### config.mk
export PLATFORM = sky130hd
export DESIGN_NAME = mem_stage
export DESIGN_NICKNAME = d
export VERILOG_FILES = /design/src/rtl/mem_stage.sv
export SDC_FILE = /design/constraint.sdc
export NUM_CORES = 1
export LEC_CHECK = 0
export BUFFER_PORTS_ARGS = -buffer_cell sky130_fd_sc_hd__buf_4
export CORE_MARGIN = 2
export CORE_UTILIZATION = 40
export DETAILED_ROUTE_END_ITERATION = 7
export GPL_ROUTABILITY_DRIVEN = 0
export PLACE_DENSITY = 0.73
export SYNTH_ARGS = -nofsm -noshare
export SYNTH_HDL_FRONTEND = slang
export SYNTH_SLANG_ARGS = --single-unit
### constraint.sdc
create_clock -name clk -period 1.83 [get_ports clk]
set_input_delay 0.366 -clock clk [delete_from_list [all_inputs] [get_ports clk]]
set_output_delay 0.366 -clock clk [all_outputs]
set_load 0.01 [all_outputs]
### src/rtl/mem_stage.sv
// -----------------------------------------------------------------------------
// mem_stage
// Memory-access stage of the 32-bit pipeline. Consumes the EX/MEM register
// outputs, runs a request/acknowledge transaction on the data-memory bus for
// loads and stores, stalls upstream while the access is outstanding, resolves
// the branch decision and owns the MEM/WB pipeline register.
//
// Ports
//   clk, rst          clock, synchronous active-low reset
//   Mem_WB            EX/MEM write-back controls ([1]=RegWrite, [0]=MemtoReg)
//   read_En/write_En  load / store request
//   Mem_Br, Zero      branch flag and ALU zero flag
//   DataAddress       ALU result / byte address
//   WriteData         store data
//   dest              destination register
//   mem_rdata/mem_ack data-memory read data and completion strobe
//   mem_req/mem_we/mem_addr/mem_wdata   registered bus request
//   stall             combinational freeze of the upstream pipeline
//   pc_src            combinational branch-taken
//   WB_ctrl/ReadData/ALUResult/WB_dest  MEM/WB register
//   misalign_err      sticky: access to a non word-aligned address
//   bus_err           sticky: bus timeout or simultaneous read/write request
// -----------------------------------------------------------------------------
module mem_stage #(
   parameter int unsigned TIMEOUT = 16
) (
   input  logic        clk,
   input  logic        rst,
   input  logic [1:0]  Mem_WB,
   input  logic        read_En,
   input  logic        write_En,
   input  logic        Mem_Br,
   input  logic        Zero,
   input  logic [31:0] DataAddress,
   input  logic [31:0] WriteData,
   input  logic [4:0]  dest,
   input  logic [31:0] mem_rdata,
   input  logic        mem_ack,
   output logic        mem_req,
   output logic        mem_we,
   output logic [31:0] mem_addr,
   output logic [31:0] mem_wdata,
   output logic        stall,
   output logic        pc_src,
   output logic [1:0]  WB_ctrl,
   output logic [31:0] ReadData,
   output logic [31:0] ALUResult,
   output logic [4:0]  WB_dest,
   output logic        misalign_err,
   output logic        bus_err
);

   localparam int unsigned CNT_W = (TIMEOUT > 2) ? $clog2(TIMEOUT) : 1;

   typedef enum logic {
      IDLE   = 1'b0,
      ACCESS = 1'b1
   } state_t;

   state_t           state_q;
   state_t           state_d;
   logic [CNT_W-1:0] wait_q;
   logic [CNT_W-1:0] wait_d;

   logic             mem_req_d;
   logic             mem_we_d;
   logic [31:0]      mem_addr_d;
   logic [31:0]      mem_wdata_d;
   logic [1:0]       wb_ctrl_d;
   logic [31:0]      read_data_d;
   logic [31:0]      alu_result_d;
   logic [4:0]       wb_dest_d;
   logic             misalign_err_d;
   logic             bus_err_d;
   logic             stall_c;

   logic             access;
   logic             aligned;
   logic             last_wait;

   assign access    = read_En ^ write_En;
   assign aligned   = (DataAddress[1:0] == 2'b00);
   assign last_wait = (wait_q == CNT_W'(TIMEOUT - 1));

   // Branch resolution is independent of the memory state machine
   assign pc_src = Mem_Br & Zero;

   // Freeze is masked while reset is held so the pipeline sees a clean 0
   assign stall = stall_c & rst;

   // Next-state and next-register logic; MEM/WB defaults to a bubble
   always_comb begin
      state_d        = state_q;
      wait_d         = wait_q;
      mem_req_d      = mem_req;
      mem_we_d       = mem_we;
      mem_addr_d     = mem_addr;
      mem_wdata_d    = mem_wdata;
      wb_ctrl_d      = 2'b00;
      read_data_d    = 32'd0;
      alu_result_d   = 32'd0;
      wb_dest_d      = 5'd0;
      misalign_err_d = misalign_err;
      bus_err_d      = bus_err;
      stall_c        = 1'b0;

      case (state_q)
         IDLE: begin
            if (read_En & write_En) begin
               bus_err_d = 1'b1;
            end else if (access & !aligned) begin
               misalign_err_d = 1'b1;
            end else if (access) begin
               // Launch the bus cycle; instruction retires when acked
               stall_c     = 1'b1;
               state_d     = ACCESS;
               wait_d      = '0;
               mem_req_d   = 1'b1;
               mem_we_d    = write_En;
               mem_addr_d  = {DataAddress[31:2], 2'b00};
               mem_wdata_d = WriteData;
            end else begin
               wb_ctrl_d    = Mem_WB;
               alu_result_d = DataAddress;
               wb_dest_d    = dest;
            end
         end

         ACCESS: begin
            if (mem_ack) begin
               wb_ctrl_d    = Mem_WB;
               alu_result_d = DataAddress;
               wb_dest_d    = dest;
               read_data_d  = mem_we ? 32'd0 : mem_rdata;
               mem_req_d    = 1'b0;
               state_d      = IDLE;
            end else if (last_wait) begin
               // Abort: upstream is released in this final cycle
               mem_req_d = 1'b0;
               bus_err_d = 1'b1;
               state_d   = IDLE;
            end else begin
               stall_c = 1'b1;
               wait_d  = wait_q + CNT_W'(1);
            end
         end

         default: begin
            state_d   = IDLE;
            mem_req_d = 1'b0;
         end
      endcase
   end

   // State and output registers
   always_ff @(posedge clk) begin
      if (!rst) begin
         state_q      <= IDLE;
         wait_q       <= '0;
         mem_req      <= 1'b0;
         mem_we       <= 1'b0;
         mem_addr     <= 32'd0;
         mem_wdata    <= 32'd0;
         WB_ctrl      <= 2'b00;
         ReadData     <= 32'd0;
         ALUResult    <= 32'd0;
         WB_dest      <= 5'd0;
         misalign_err <= 1'b0;
         bus_err      <= 1'b0;
      end else begin
         state_q      <= state_d;
         wait_q       <= wait_d;
         mem_req      <= mem_req_d;
         mem_we       <= mem_we_d;
         mem_addr     <= mem_addr_d;
         mem_wdata    <= mem_wdata_d;
         WB_ctrl      <= wb_ctrl_d;
         ReadData     <= read_data_d;
         ALUResult    <= alu_result_d;
         WB_dest      <= wb_dest_d;
         misalign_err <= misalign_err_d;
         bus_err      <= bus_err_d;
      end
   end

endmodule

* Word-level counts from Yosys, hierarchy flattened
Cells that the tools add are included.
Word-level totals: register bits 142, input bits 110, output and inout port bits 141, word-level logic and storage cells 77
Operators by class: add/subtract/negate cells 1, equality and inequality tests 9, muxes and demuxes 37, bitwise operators 10, reductions and logical operators 8
Operator list (number):
- 32-bit two-way mux | 4
- 32-bit case mux with 2 select lines | 1
- 4-bit two-way mux | 5
- 5-bit two-way mux | 4
- 1-bit two-way mux | 13
- 2-bit inequality test, second input constant | 6
- 5-bit case mux with 2 select lines | 1
- 2-bit two-way mux | 4
- 4-bit case mux with 2 select lines | 1
- 4-bit AND reduction | 2
- 1-bit case mux with 2 select lines | 3
- 3-bit AND reduction | 2
- 1-bit NOT | 5
- 5-bit AND reduction | 1
- 4-bit by 1-bit adder with 4-bit output, second input constant | 1
- 1-bit bitwise AND | 4
- 4-bit == test, second input constant | 1
- 2-bit case mux with 2 select lines | 1
- 4-bit OR reduction | 1
- 3-bit by 2-bit inequality test with 1-bit output, second input constant | 1
- 2-bit logical NOT | 1
- 2-bit by 1-bit inequality test with 1-bit output, second input constant | 1
- 1-bit logical NOT | 1
- 1-bit XOR | 1

* Depth between registers and ports, before layout
Gate-level depths: netlist (run 1).
word-level depth 7, mapped depth 6, mapped depth without buffers 4

* Least setup slack after synthesis (run 1)
No wires, ideal clock.
path kind in2out, start point input port read_En, end point output port stall, data arrival time 1489 ps, path slack -25 ps, stages on the path 5, path buffers 1, cell sequence ha_1 -> or3b_1 -> buf_6 -> o22ai_2 -> and2_1
Between the ends: longest elaborated chain between the ends 6
Ends and longest elaborated chain:
- from (decl) | line 30 | input logic read_En,
- 1-bit XOR | line 81 | assign access = read_En ^ write_En;
- 1-bit two-way mux or 1-bit bitwise AND (tied branches) | line 113, 111
- 1-bit two-way mux | line 111 | end else if (access & !aligned) begin
- 1-bit two-way mux * | line 109 | if (read_En & write_En) begin
- 1-bit case mux with 2 select lines * | line 107 | case (state_q)
- 1-bit bitwise AND * | line 89 | assign stall = stall_c & rst;
- to (decl) | line 43 | output logic stall,
Every way passes the cells marked *; elsewhere a longest branch is shown, timed or not.

* Worst setup path in the final report (run 1)
start point register wait_q[1], end point output port stall
Between the ends: longest elaborated chain between the ends 5
Ends and longest elaborated chain:
- from (decl) | line 62 | logic [CNT_W-1:0] wait_q;
- from (signal assigned) | line 172 | wait_q <= wait_d;
- 4-bit == test | line 83 | assign last_wait = (wait_q == CNT_W'(TIMEOUT - 1));
- 1-bit two-way mux | line 137 | end else if (last_wait) begin
- 1-bit two-way mux | line 130 | if (mem_ack) begin
- 1-bit case mux with 2 select lines | line 107
- 1-bit bitwise AND | line 89
No other way between the ends.

==> results of run 1 <==
cell families after synthesis:
| logic type | share of synthesized area (%) |
|---|---|
| buffers and inverters | 4.594 |
| muxes | 0.2042 |
| other | 0.07650 |
| AOI/OAI and AO/OA | 18.05 |
| DFF | 57.99 |
| adders and majority gates | 0.5104 |
| and+or+nand+nor | 18.58 |
critical path: cells and delay by family, from the launching register on:
family	cells	cell delay (ps)
AND/OR/NAND/NOR	1	160
buffers and inverters	1	90
flip-flops	1	350
AO/OA/AOI/OAI	2	390
adder cells (fa/ha/maj)	1	160
cell usage in the layout (no fill, tap or decap), drive strengths merged, types with 2 or more instances in the layout:
cell type | netlist | layout
a21boi | 65 | 65
a21oi | 2 | 2
and2 | 74 | 74
buf | 13 | 266
bufinv | 0 | 2
clkbuf | 32 | 24
clkinv | 0 | 4
conb | 1 | 2
dfxtp | 142 | 142
ha | 2 | 2
nand2 | 10 | 10
nand2b | 2 | 2
nand3 | 65 | 65
nor2 | 3 | 3
o21ai | 64 | 64
o22ai | 4 | 4
routing by layer:
metal / GRT usage, % / vias to the layer above / wire length (um)
li1: - / 2153 / -
met3: 4.923 / 24 / 763
met4: 9.558 / 0 / 343
met5: 0 / - / 0
met1: 23.48 / 2060 / 5471
met2: 34.00 / 161 / 6870
metrics by stage:
| stage | power (uW) | hold WS, ps |
|---|---|---|
| after floorplan | 3650 | 463.4 |
| after global placement | 4084 | 459.2 |
| after detailed placement | 4105 | 455.5 |
| after CTS | 7426 | 138.7 |
| after global routing | 7646 | 136.9 |
| final | 7342 | 158.3 |
state kept, by name, summed over array words and instances, names as in the netlist, 2 cells and up:
| register | cells |
|---|---|
| ALUResult | 32 |
| mem_wdata | 32 |
| WB_ctrl | 2 |
| ReadData | 32 |
| mem_addr | 30 |
| WB_dest | 5 |
| wait_q | 4 |
power breakdown:
group / internal [uW] / total [uW] / switching [uW]
sequential: 3190 / 3230 / 39.7
clock: 2130 / 3310 / 1180
combinational: 421 / 801 / 381
worst paths after layout:
check,from,to,slack (ps),cells past startpoint
setup / recovery,wait_q[1],stall,-90,5
hold / removal,mem_rdata[3],ReadData[3],160,2
setup reg to reg,state_q,mem_addr[11],310,4
hold reg to reg,mem_addr[31],mem_addr[31],470,2
area by class of cell:
type	count	area share [%]
Sequential cell	142	37.73
Clock buffer	24	6.510
Inverter	1	0.04969
Tap cell	147	2.435
Clock inverter	6	1.110
Multi-Input combinational cell	306	25.01
Timing Repair Buffer	266	27.15
timing repair:
| action | 4_1_cts | 5_1_grt |
|---|---|---|
| gates resized for setup | 8 | 1 |
| endpoints found under the setup margin | 1 | 1 |
| buffers inserted | 2 | 1 |
| pin swaps | 3 | 1 |
==> metrics.cfg, run 1 <==
[finish]
synthToLayoutAreaGrowth_pct = 54.08
nFillCells = 957
instances_no_fill = 892
utilization_pct = 62.89
seq_area_um2 = 2850
drive_gt1_share_pct = 41.07
finalNetCount = 846
antenna_cells = 0
final_area_um2 = 7553
multiInputGateArea_um2 = 1889

[setup_path]
critical_path_class = flop to output pin
required_ps = 1460
critPathMaxStageDelay_ps = 350
crit_arrival_ps = 1550
path_max_fanout = 2
start_kind = flop
slowest_stage = dfxtp_4
crit_chain = ha_4 > a31o_4 > o22ai_4 > and2_4 > buf_6
cp-end-kind = output pin

[timing]
setup_slack_ps = -90.52
finalSetupViolations = 1
period_share_pct = 104.9
tightest_slew_ps = 553.4
rsz0062_at_grt = yes
maxSlewViolCount = 0
slew_headroom_pct = 63.11
hold_viol_final = 0
min_period_ps = 1921
fin_setup_tns_ps = -90.52
finClkSkew_ps = 4.538
fmax_mhz = 520.7

[worst_hold_path]
min-delay-path-class = primary input to flop

[clock_network]
cts_sinks = 142
clock_latency_ps = 410
hold_buffers = 0
htree_levels = 4
cts_tree = done
clk_pin_slew_ps = 50
clock_path_buffers = 2
cts-root-buf = clkbuf_16
cts_buffers = 17

[route]
dr.pass1.iters = 4
drt_wl_total_um = 13450
drt_iter0_drc = 227
vias = 4398
drc = 0
avgViaCountPerCell = 4.930
wire_per_inst_um = 15.08
drtAntennaViolNets = 0

[pwr]
p_leak_uw = 0.003353
ir_drop_uv = 539.2
powerDensity_nw_per_um2 = 972.0

[grt]
grt_antenna_before_repair = 0
grt_start_max_net_pins = 64
grt_pass1_vias = 4101
grt_pass1_wl_um = 20440
grtUsageTotal_pct = 19.90
gr-total-overflow = 0

[die]
dieArea_um2 = 13160
die-width_um = 114.7
core-area_um2 = 12010
rows = 40
die_h_um = 114.7
io_pins = 251
start_util_pct = 40.81

[synth]
ys.flop_type = dfxtp_1
synthCells = 493
yosysTopAreaCell = dfxtp_1
synth_area_per_cell_um2 = 9.944
synth_cell_types = 34
ys_async_sr_fraction_pct = 0
synth.most_common_cell = dfxtp_1
yosys-top-cells-area = dfxtp_1, and2_1, a21boi_1
ys_top_cells_by_count = dfxtp_1, and2_1, nand3_1, o21ai_0, a21boi_1
synth.cell_area_um2 = 4902
ys_seq_area_share_pct = 57.99
synth_edf_count = 0
yosys_warnings = 0
synth-seq-cells = 142
synth_top_area_share_pct = 57.99

[place]
place_area_um2 = 6920
pre_cts_slack_ps = -255.3
port_buffers = 248
dpl.cell_count = 859
dpl.hpwl_um = 9505

[outcome]
outcome = complete, but fails checks
violations = setup timing

[job]
maxCapViolCount = 0

(Power assumes the default switching activity.)
==> inputs of run 2 (changes only) <==
CORE_UTILIZATION = 29   (was 40)
PLACE_DENSITY = 0.55   (was 0.73)
==> metrics.cfg, run 2 (synthesis results as in run 1) <==
[clock_network]
htree_levels = 4  ; unchanged
cts_buffers = 17  ; unchanged
cts_tree = done  ; unchanged
cts-root-buf = clkbuf_16  ; unchanged
clk_pin_slew_ps = 60  ; was 50 ps
clock_latency_ps = 420  ; was 410 ps
cts_sinks = 142  ; unchanged
clock_path_buffers = 2  ; unchanged

[timing]
hold_viol_final = 0  ; unchanged
min_period_ps = 1904  ; was 1921 ps
finClkSkew_ps = 5.980  ; was 4.538 ps
setup_slack_ps = -73.73  ; was -90.52 ps
fmax_mhz = 525.3  ; was 520.7 MHz
period_share_pct = 104.0  ; was 104.9%
maxSlewViolCount = 0  ; unchanged
rsz0062_at_grt = yes  ; unchanged
finalSetupViolations = 1  ; unchanged
slew_headroom_pct = 60.56  ; was 63.11%
tightest_slew_ps = 591.6  ; was 553.4 ps

[finish]
layout_common_cells = buf_4, dfxtp_1, and2_1  ; unchanged
synthToLayoutAreaGrowth_pct = 54.87  ; was 54.08%
drive_gt1_share_pct = 41.42  ; was 41.07%
reg_top3 = ALUResult (32), ReadData (32), mem_wdata (32)  ; unchanged
final_common_cell = buf_4  ; unchanged
finalNetCount = 845  ; was 846
antenna_cells = 0  ; unchanged

[pwr]
switchingPower_uw = 1759  ; was 1596 uW
powerDensity_nw_per_um2 = 956.6  ; was 972.0 nW/um2
seqPwrFrac_pct = 44.5  ; was 44.1%
p_int_uw = 5504  ; was 5746 uW
p_leak_uw = 0.003319  ; was 0.003353 uW
total_power_uw = 7263  ; was 7342 uW
p_comb_share_pct = 10.8  ; was 10.9%
p_clk_share_pct = 44.7  ; was 45.0%
power_switching_share_pct = 24.22  ; was 21.74%
ir_drop_uv = 631.3  ; was 539.2 uV

[setup_path]
required_ps = 1460  ; about the same
cp-startpoint = wait_q[1]  ; unchanged
crit_arrival_ps = 1540  ; was 1550 ps
start_kind = flop  ; unchanged
reg2reg_from = state_q  ; unchanged
cp-end-kind = output pin  ; unchanged
critical_path_class = flop to output pin  ; unchanged
path_max_fanout = 2  ; unchanged
r2r_cells = 4  ; unchanged

[route]
drc = 0  ; unchanged
drt_iter0_drc = 157  ; was 227
avgViaCountPerCell = 4.558  ; was 4.930
drtAntennaViolNets = 0  ; unchanged
drt_wl_total_um = 14450  ; was 13450 um
wire_per_inst_um = 14.96  ; was 15.08 um
dr.pass1.iters = 4  ; unchanged
vias = 4403  ; was 4398

[grt]
grt_pass1_vias = 4346  ; was 4101
grtUsageTotal_pct = 15.84  ; was 19.90%
grt_pass1_wl_um = 22250  ; was 20440 um
gr-total-overflow = 0  ; unchanged
grt_antenna_before_repair = 0  ; unchanged
grt_start_max_net_pins = 64  ; unchanged

[place]
pre_cts_slack_ps = -275.6  ; was -255.3 ps
port_buffers = 248  ; unchanged
dpl.hpwl_um = 10300  ; was 9505 um

[die]
die_h_um = 134.0  ; was 114.7 um
rows = 47  ; was 40
core-area_um2 = 16520  ; was 12010 um2
start_util_pct = 29.67  ; was 40.81%
dieArea_um2 = 17960  ; was 13160 um2
die-width_um = 134.0  ; was 114.7 um
io_pins = 251  ; unchanged

[outcome]
violations = setup timing  ; unchanged
outcome = complete, but fails checks  ; unchanged

[worst_hold_path]
min-delay-start = mem_rdata[28]  ; was mem_rdata[3]
min-delay-path-class = primary input to flop  ; unchanged
min_path_cells = 2  ; unchanged

[job]
maxCapViolCount = 0  ; unchanged

-- run 2: cell types whose count changed in the layout (fill, tap and decap cells not counted), sizes merged --
cell	before	now
buf	266	265
clkbuf	24	19
clkinvlp	0	4
clkinv	4	7
bufinv	2	1
inv	1	2
-- run 2: power groups by stage --
stage,logic [uW],clock network (uW),registers (uW)
after detailed placement,791,0,3300
after global placement,784,0,3300
after global routing,854,3490,3240
final,784,3240,3230
after floorplan,301,0,3350
after CTS,798,3330,3230
-- run 2: metal layers --
layer	GRT usage [%]	up-vias	share of wire, %
met3	4.573	32	5.5
met4	8.246	0	3.5
li1	-	2156	-
met5	0	-	0
met2	26.72	156	51
met1	18.28	2059	40
-- run 2: critical path: stages (launching register included) --
cell and delay (ps):
dfxtp_2 340, ha_4 160, a31o_4 220, o22ai_4 150, and2_4 160, buf_6 90
-- run 2: through the flow --
step	hold slack, ps	utilization (%)	cell area (um2)	cells	TNS [ps]
final	141.4	45.95	7592	966	-73.73
after CTS	123.8	45.95	7592	966	-93.95
after global placement	461.3	42.24	6979	931	-13470
after detailed placement	466.1	42.24	6979	931	-14900
after floorplan	463.4	-	4916	494	0
after global routing	122.5	45.95	7592	966	-139.6
-- run 2: path summary, 6_finish.rpt --
| kind | endpoint | slack (ps) |
|---|---|---|
| setup reg to reg | mem_wdata[31] | 300 |
| hold / removal | ReadData[28] | 140 |
| setup / recovery | stall | -70 |
| hold reg to reg | mem_wdata[18] | 470 |
-- run 2: cell type report --
type                            instances  area, um2
Fill cell                            1608       8932
Sequential cell                       142       2845
Timing Repair Buffer                  265       2018
Multi-Input combinational cell        306       1889
Clock buffer                           19      442.9
Tap cell                              220      275.3
Clock inverter                         13      117.6
Inverter                                1      3.754
-- run 2: what timing repair did --
action | 4_1_cts | 5_1_grt
hold buffers | 0 | 0
pin swaps | 3 | 1
setup endpoints to repair | 1 | 1
gates resized for setup | 7 | 0
setup buffers | 3 | 0
==> inputs of run 3 (changes only) <==
CORE_UTILIZATION = 41   (was 29)
PLACE_DENSITY = 0.74   (was 0.55)
==> metrics.cfg, run 3 (synthesis results as in run 1) <==
[route]
wire_per_inst_um = 15.48  ; was 14.96 um
dr.pass1.iters = 4  ; unchanged
vias = 4391  ; was 4403
drtAntennaViolNets = 0  ; unchanged
avgViaCountPerCell = 4.928  ; was 4.558
drt_iter0_drc = 150  ; was 157
drt_wl_total_um = 13790  ; was 14450 um
drc = 0  ; unchanged

[setup_path]
required_ps = 1460  ; about the same
r2r-end = mem_addr[6]  ; was mem_wdata[31]
rrSetupSlack_ps = 280  ; was 300 ps
reg2reg_from = state_q  ; unchanged
path_max_fanout = 2  ; unchanged
r2r_cells = 4  ; unchanged
start_kind = primary input  ; was flop
crit_arrival_ps = 1550  ; was 1540 ps
cp-end-kind = output pin  ; unchanged
critical_path_class = primary input to output pin  ; was flop to output pin

[timing]
finalSetupViolations = 1  ; unchanged
fin_setup_tns_ps = -89.73  ; was -73.73 ps
slew_headroom_pct = 61.19  ; was 60.56%
period_share_pct = 104.9  ; was 104.0%
hold_ws_ps = 151.0  ; was 141.4 ps
min_period_ps = 1920  ; was 1904 ps
tightest_slew_ps = 582.1  ; was 591.6 ps
fmax_mhz = 520.9  ; was 525.3 MHz
setup_slack_ps = -89.73  ; was -73.73 ps
finClkSkew_ps = 5.241  ; was 5.980 ps
hold_viol_final = 0  ; unchanged
maxSlewViolCount = 0  ; unchanged
rsz0062_at_grt = yes  ; unchanged

[die]
io_pins = 251  ; unchanged
rows = 39  ; was 47
start_util_pct = 42.39  ; was 29.67%
core-area_um2 = 11560  ; was 16520 um2
dieArea_um2 = 12850  ; was 17960 um2
die_h_um = 113.3  ; was 134.0 um
die-width_um = 113.3  ; was 134.0 um

[clock_network]
cts-root-buf = clkbuf_16  ; unchanged
htree_levels = 4  ; unchanged
clk_pin_slew_ps = 60  ; about the same
cts_tree = done  ; unchanged
hold_buffers = 0  ; unchanged
cts_buffers = 17  ; unchanged
clock_latency_ps = 410  ; was 420 ps
cts_sinks = 142  ; unchanged
clock_path_buffers = 2  ; unchanged

[grt]
grt_pass1_vias = 4285  ; was 4346
grtUsageTotal_pct = 21.23  ; was 15.84%
gr-total-overflow = 0  ; unchanged
grt_antenna_before_repair = 0  ; unchanged
grt_pass1_wl_um = 21250  ; was 22250 um
grt_start_max_net_pins = 65  ; was 64

[finish]
drive_gt1_share_pct = 41.58  ; was 41.42%
layout_common_cells = buf_4, dfxtp_1, and2_1  ; unchanged
final_common_cell = buf_4  ; unchanged
multiInputGateArea_um2 = 1889  ; unchanged
seq_area_um2 = 2845  ; unchanged
synthToLayoutAreaGrowth_pct = 54.31  ; was 54.87%
finalNetCount = 848  ; was 845
antenna_cells = 0  ; unchanged
utilization_pct = 65.41  ; was 45.95%
nFillCells = 944  ; was 1608
reg_top3 = ALUResult (32), ReadData (32), mem_wdata (32)  ; unchanged
instances_no_fill = 891  ; was 966

[job]
maxCapViolCount = 0  ; unchanged

[place]
dpl.hpwl_um = 9792  ; was 10300 um
pre_cts_slack_ps = -251.5  ; was -275.6 ps
port_buffers = 248  ; unchanged
dpl.cell_count = 855  ; was 931

[pwr]
ir_drop_uv = 654.9  ; was 631.3 uV
p_leak_uw = 0.003372  ; was 0.003319 uW
powerDensity_nw_per_um2 = 994.0  ; was 956.6 nW/um2

[outcome]
violations = setup timing  ; unchanged
outcome = complete, but fails checks  ; unchanged

[worst_hold_path]
min-delay-start = mem_rdata[22]  ; was mem_rdata[28]
min_path_cells = 2  ; unchanged
hold_path_end = ReadData[22]  ; was ReadData[28]
min-delay-path-class = primary input to flop  ; unchanged

==> run 3: cell count changes in the layout (fill, tap and decap cells not counted), sizes merged <==
cell,delta
buf,+3
bufinv,+2
clkbuf,+2
clkinv,-1
clkinvlp,-4
==> run 3: what timing repair did <==
action | in CTS | in global routing
endpoints found under the setup margin | 1 | 1
resized for setup | 7 | 0
pin swaps | 3 | 1
setup buffers | 4 | 1
==> run 3: final cells by class <==
cell class / instances / area share (%)
clock inverters: 10 / 1.803
inverters: 1 / 0.04962
well taps: 143 / 2.365
flip-flops and latches: 142 / 37.61
repair buffers: 268 / 26.98
clock buffers: 21 / 6.219
multi-input cells: 306 / 24.98
==> run 3: worst max-delay path by stage <==
stage | startpoint | to
2_1_floorplan | read_En | stall
3_3_place_gp | write_En | stall
3_5_place_dp | write_En | mem_wdata[7]
4_1_cts | wait_q[1] | stall
5_1_grt | wait_q[1] | stall
6_report | write_En | stall
==> run 3: stage by stage <==
step	area, um2	power (uW)
after floorplan	4916	3650
after global placement	6890	4070
after detailed placement	6890	4090
after CTS	7557	7588
after global routing	7565	7801
final	7565	7520
==> run 3: metal layers <==
metal  vias up  share of wire (%)  track usage, %
met4         0                2.3           9.837
li1       2160                  -               -
met3        27                6.0           5.035
met5         -                  0               0
met2       145                 53           37.56
met1      2059                 39           24.17
==> run 3: power breakdown <==
part / switching [uW] / internal [uW]
logic: 383 / 410
registers: 39.4 / 3200
clock network: 1250 / 2240
==> run 3: worst max-delay path: stages <==
cell,delay [ps]
buf_4,120
ha_1,290
or3b_4,400
o22ai_4,120
and2_4,160
buf_6,90
